==> src/rtl/gate_reduce_seq_if.sv <==
// Operand/op/mode request channel plus result channel of the reduction-gate unit.
// The master modport drives requests and takes results; the slave modport is the unit.
interface gate_reduce_seq_if #(
  parameter int WIDTH = 8
);
  logic             in_valid;
  logic             in_ready;
  logic [WIDTH-1:0] in_data;
  logic [2:0]       in_op;
  logic             in_mode;
  logic             out_valid;
  logic             out_ready;
  logic             out_y;
  logic             out_err;

  modport master (
    output in_valid, in_data, in_op, in_mode, out_ready,
    input  in_ready, out_valid, out_y, out_err
  );

  modport slave (
    input  in_valid, in_data, in_op, in_mode, out_ready,
    output in_ready, out_valid, out_y, out_err
  );
endinterface

==> src/rtl/gate_reduce_seq.sv <==
// AND/NAND/OR/NOR/XOR/XNOR reduction of a WIDTH-bit operand, parallel or bit-serial (LSB first).
// Result 1 edge (parallel/illegal) or WIDTH edges (serial) after accept; held until out_ready, one op in flight.
module gate_reduce_seq #(
  parameter int WIDTH = 8
) (
  input logic              clk,
  input logic              rst,
  gate_reduce_seq_if.slave bus
);
  localparam int CW = (WIDTH > 1) ? $clog2(WIDTH) : 1;

  typedef enum logic [1:0] {
    IDLE   = 2'd0,
    SERIAL = 2'd1,
    HOLD   = 2'd2
  } state_e;

  state_e           state_q, state_d;
  logic [WIDTH-1:0] sreg_q, sreg_d;
  logic [CW-1:0]    cnt_q, cnt_d;
  logic [2:0]       op_q, op_d;
  logic             acc_q, acc_d;
  logic             oneshot_q, oneshot_d;
  logic             y_q, y_d;
  logic             err_q, err_d;
  logic             acc_n, red, op_bad, in_bad;

  assign op_bad = op_q[2] & op_q[1];
  assign in_bad = bus.in_op[2] & bus.in_op[1];

  // op[2:1] selects the base gate; op[0] marks the inverted variant.
  always_comb begin
    acc_n = acc_q ^ sreg_q[0];
    red   = ^sreg_q;
    case (op_q[2:1])
      2'b00: begin
        acc_n = acc_q & sreg_q[0];
        red   = &sreg_q;
      end
      2'b01: begin
        acc_n = acc_q | sreg_q[0];
        red   = |sreg_q;
      end
      default: ;
    endcase
  end

  always_comb begin
    state_d   = state_q;
    sreg_d    = sreg_q;
    cnt_d     = cnt_q;
    op_d      = op_q;
    acc_d     = acc_q;
    oneshot_d = oneshot_q;
    y_d       = y_q;
    err_d     = err_q;
    case (state_q)
      IDLE: begin
        if (bus.in_valid) begin
          sreg_d    = bus.in_data;
          op_d      = bus.in_op;
          acc_d     = (bus.in_op[2:1] == 2'b00);
          cnt_d     = '0;
          // Parallel and illegal ops spend exactly one SERIAL cycle, matching WIDTH=1 serial timing.
          oneshot_d = ~bus.in_mode | in_bad;
          state_d   = SERIAL;
        end
      end
      SERIAL: begin
        if (oneshot_q) begin
          y_d     = ~op_bad & (red ^ op_q[0]);
          err_d   = op_bad;
          state_d = HOLD;
        end else begin
          acc_d  = acc_n;
          sreg_d = sreg_q >> 1;
          cnt_d  = cnt_q + CW'(1);
          if (cnt_q == CW'(WIDTH - 1)) begin
            y_d     = acc_n ^ op_q[0];
            err_d   = 1'b0;
            state_d = HOLD;
          end
        end
      end
      HOLD: begin
        if (bus.out_ready) state_d = IDLE;
      end
      default: state_d = IDLE;
    endcase
  end

  always_ff @(posedge clk) begin
    if (rst) begin
      state_q   <= IDLE;
      sreg_q    <= '0;
      cnt_q     <= '0;
      op_q      <= '0;
      acc_q     <= 1'b0;
      oneshot_q <= 1'b0;
      y_q       <= 1'b0;
      err_q     <= 1'b0;
    end else begin
      state_q   <= state_d;
      sreg_q    <= sreg_d;
      cnt_q     <= cnt_d;
      op_q      <= op_d;
      acc_q     <= acc_d;
      oneshot_q <= oneshot_d;
      y_q       <= y_d;
      err_q     <= err_d;
    end
  end

  assign bus.in_ready  = (state_q == IDLE);
  assign bus.out_valid = (state_q == HOLD);
  assign bus.out_y     = y_q;
  assign bus.out_err   = err_q;
endmodule

==> src/flat_wrapper.sv <==
// flat-port wrapper written by rule: the top's interface ports become plain ports
module gate_reduce_seq_flat 
#(
  parameter int WIDTH = 8
)
  (clk, rst, bus_in_valid, bus_in_data, bus_in_op, bus_in_mode, bus_out_ready, bus_in_ready, bus_out_valid, bus_out_y, bus_out_err);
  gate_reduce_seq_if #(.WIDTH(WIDTH)) bus_i ();
  input logic clk;
  input logic rst;
  input wire logic [$bits(bus_i.in_valid)-1:0] bus_in_valid;
  input wire logic [$bits(bus_i.in_data)-1:0] bus_in_data;
  input wire logic [$bits(bus_i.in_op)-1:0] bus_in_op;
  input wire logic [$bits(bus_i.in_mode)-1:0] bus_in_mode;
  input wire logic [$bits(bus_i.out_ready)-1:0] bus_out_ready;
  output wire logic [$bits(bus_i.in_ready)-1:0] bus_in_ready;
  output wire logic [$bits(bus_i.out_valid)-1:0] bus_out_valid;
  output wire logic [$bits(bus_i.out_y)-1:0] bus_out_y;
  output wire logic [$bits(bus_i.out_err)-1:0] bus_out_err;
  assign bus_i.in_valid = bus_in_valid;
  assign bus_i.in_data = bus_in_data;
  assign bus_i.in_op = bus_in_op;
  assign bus_i.in_mode = bus_in_mode;
  assign bus_i.out_ready = bus_out_ready;
  assign bus_in_ready = bus_i.in_ready;
  assign bus_out_valid = bus_i.out_valid;
  assign bus_out_y = bus_i.out_y;
  assign bus_out_err = bus_i.out_err;
  gate_reduce_seq #(.WIDTH(WIDTH)) u_core (.clk(clk), .rst(rst), .bus(bus_i));
endmodule
==> config.mk <==
export PLATFORM = sky130hd
export DESIGN_NAME = gate_reduce_seq_flat
export DESIGN_NICKNAME = d
export VERILOG_FILES = /design/src/rtl/gate_reduce_seq_if.sv /design/src/rtl/gate_reduce_seq.sv /design/src/flat_wrapper.sv
export SDC_FILE = /design/constraint.sdc
export NUM_CORES = 1
export LEC_CHECK = 0
export ABC_AREA = 1
export CAP_MARGIN = 10
export CORE_ASPECT_RATIO = 1.1
export CORE_MARGIN = 3
export CORE_UTILIZATION = 45
export DETAILED_ROUTE_END_ITERATION = 7
export PLACE_DENSITY = 0.72
export SLEW_MARGIN = 10
export SYNTH_ARGS = -nofsm -noshare
export SYNTH_HDL_FRONTEND = slang
export SYNTH_SLANG_ARGS = --single-unit
==> constraint.sdc <==
create_clock -name clk -period 1.42 [get_ports clk]
set_clock_uncertainty 0.1 [all_clocks]
set_input_delay 0.213 -clock clk [delete_from_list [all_inputs] [get_ports clk]]
set_output_delay 0.213 -clock clk [all_outputs]
set_load 0.01 [all_outputs]
==> run metrics <==
result of the run=finished, violations left; failing checks=setup timing; detailed-route DRC error count=0; count of antenna-violating nets left after detailed routing=0; total number of vias=1278; total iterations of the first detailed-routing run=4; most common cell after layout, fill and taps aside=nand2_1; via count of the first global-routing pass=1257; hold-fix buffers at CTS=0; depth of the most critical reg-to-reg path=11; Std-Cell Core Area=0.00257 mm²; number of buffers created by CTS=3; required time of the critical path=1520 ps; Hold Crit Class=reg -> reg; register-to-register setup slack=-30 ps; Reg-to-Reg Start=u_core.sreg_q[7]; num rows=19; unrepaired setup endpoints after global routing=yes; # placed instances=238; maximum capacitance violations=0; pins over their slew limit=0; final critical-path setup slack=-26.3 ps; DRT iter0 DRCs=45; peak supply drop=0.681 mV; slew at the pin with the worst max-slew slack=235 ps; Worst Hold Depth=2; Worst setup SP type=flop; number of distinct standard cells referenced by the synthesized netlist=20; htree depth=1; minimum clock period after layout=1450 ps; total overflow reported by the global router=0; maximum number of pins on one net before global-route repair=19; per-cell routed wire length=13.9 µm; fin cells=248; highest net fanout along the worst path=3; global-route wire length before repair=5070 µm; antenna violations before repair=0; # diodes=0; Total Routing Usage GR=19.0%; post-placement cell area=0.00155 mm²; commonest cells after routing, fill and taps aside=51 x nand2_1, 18 x inv_1, 15 x clkdlybuf4s50_1; share of final-layout standard cells stronger than drive strength 1=35.9%; endpoint of the lowest-slack register-to-register path=u_core.bus.out_y; Power Density=904 mW/mm²; mean instance size in the synthesized netlist=6.95 µm²; post-route cell area=0.00184 mm²; count of input and output buffers=19; number of nets produced by synthesis=206; latest clock arrival within the worst-skew pair=290 ps; IO Count=20; hold-critical path endpoint=u_core.bus.out_err; Hold Fails Final Rpt=0; Leakage=0.000818 µW; clock sink count=20; relative slew slack=84.3%; Clk pin slew, worst setup/hold paths=120 ps; type of destination of the critical path=flop; Post-Syn Area=0.00124 mm²; initial core utilization=48.2%; synthesis warning total=0; final HPWL from detailed placement=2230 µm; routability cong.=0.835; number of instances in the synthesized netlist=178; Longest Clk Path Bufs=2; Post-layout nets=246; arrival time at the worst endpoint=1540 ps; critical path class=reg -> reg; ratio of final minimum period to clock period=102%; number of setup violations in the final report=1; wire length after detailed routing=3450 µm; overall die area=0.00342 mm²; critical hold path startpoint=u_core.bus.out_err; layout overhead on the synthesized area=48.4%; height of the die=61 µm; sequential element share of the synthesized area=32.4%; max frequency=0.691 GHz; TritonCTS clock tree=done; Die X-Extent=56 µm; clock tree root driver cell=clkbuf_4; Vias per Instance=5.15; number of synthesized register bits=20
flip-flops by register name, indices dropped and copies added, names as in the netlist:
name and flops:
u_core.acc_q 1, u_core.bus.out_err 1, u_core.bus.out_y 1, u_core.cnt_q 3, u_core.oneshot_q 1, u_core.op_q 3
u_core.sreg_q 8, u_core.state_q 2
power breakdown:
part	internal, µW	total (µW)	switching, µW	leakage, µW
logic	318	663	344	0.000628
clock network	156	332	176	0.0000210
registers	617	666	48.3	0.000168
worst max path at each step:
stage | from | cells after the start | end | slack, ps
global route | u_core.sreg_q[1] | 10 | u_core.bus.out_y | -150
CTS | u_core.sreg_q[2] | 10 | u_core.bus.out_y | 2
finish | u_core.sreg_q[7] | 11 | u_core.bus.out_y | -30
global placement | u_core.sreg_q[0] | 11 | u_core.bus.out_y | -30
floorplan | u_core.sreg_q[0] | 11 | u_core.bus.out_y | 0.6
detailed placement | u_core.sreg_q[0] | 11 | u_core.bus.out_y | -80
what timing repair did:
action	4_1_cts	5_1_grt
endpoints found under the setup margin	5	14
resized for setup	34	37
buffers inserted	1	5
pin swaps	10	11
metrics by stage:
stage                     worst slack, ps  total power [µW]  utilization, %  setup TNS [ps]  hold WS [ps]
after floorplan                     0.631               973               -               0           256
after global routing                 -149              1770            71.5            -165           372
after CTS                            1.56              1550            65.7               0           344
after global placement              -28.0              1120            60.4           -28.0           346
final                               -26.3              1660            71.5           -26.3           370
after detailed placement            -80.6              1140            60.4            -106           352
cell usage after synthesis:
master / n / share of area [%]
clkbuf_1: 1 / 0.30
inv_1: 31 / 9.4
a21oi_1: 13 / 5.3
buf_12: 1 / 1.6
o21ai_0: 12 / 4.9
nand2_1: 54 / 16
buf_2: 2 / 0.81
nor2_1: 7 / 2.1
a31oi_1: 7 / 3.5
o21ai_2: 1 / 0.71
dfxtp_1: 20 / 32
nand2_8: 1 / 1.6
nor2_2: 1 / 0.51
a31oi_2: 1 / 1.0
inv_2: 1 / 0.30
nand2_4: 3 / 2.7
ha_1: 12 / 12
nand4_1: 1 / 0.51
nand3b_1: 1 / 0.61
nand3_1: 8 / 3.2
layer usage:
layer / global-route usage (%) / up-vias / routed length (µm)
met1: 22.0 / 590 / 1380
met4: 8.81 / 0 / 95
met5: 0 / - / 0
met2: 34.9 / 38 / 1830
li1: - / 640 / -
met3: 3.19 / 10 / 142
worst max-delay path: stages (launching register included):
cell,delay (ps)
dfxtp_2,380
inv_2,60
ha_4,270
inv_2,30
nand2_1,50
nand2_1,50
nand2_1,70
nand3_2,90
nand2_1,70
nand2_1,60
nand3_2,60
a21oi_2,40
kinds of logic (layout without fill, tap and decap cells):
group	count (synthesis)	in the layout	synth area share [%]
simple gates	76	76	27.7
compound gates	34	34	15.4
buf+inv	36	75	12.4
flops	20	20	32.4
fa+ha+maj	12	12	12.1
layout make-up:
cell class,count,area [µm²]
Clock buffer,4,36.3
Fill cell,195,731
Inverter,32,123
Multi-Input combinational cell,122,845
Sequential cell,20,414
Tap cell,31,38.8
Timing Repair Buffer,39,380
(Power assumes the default switching activity.)
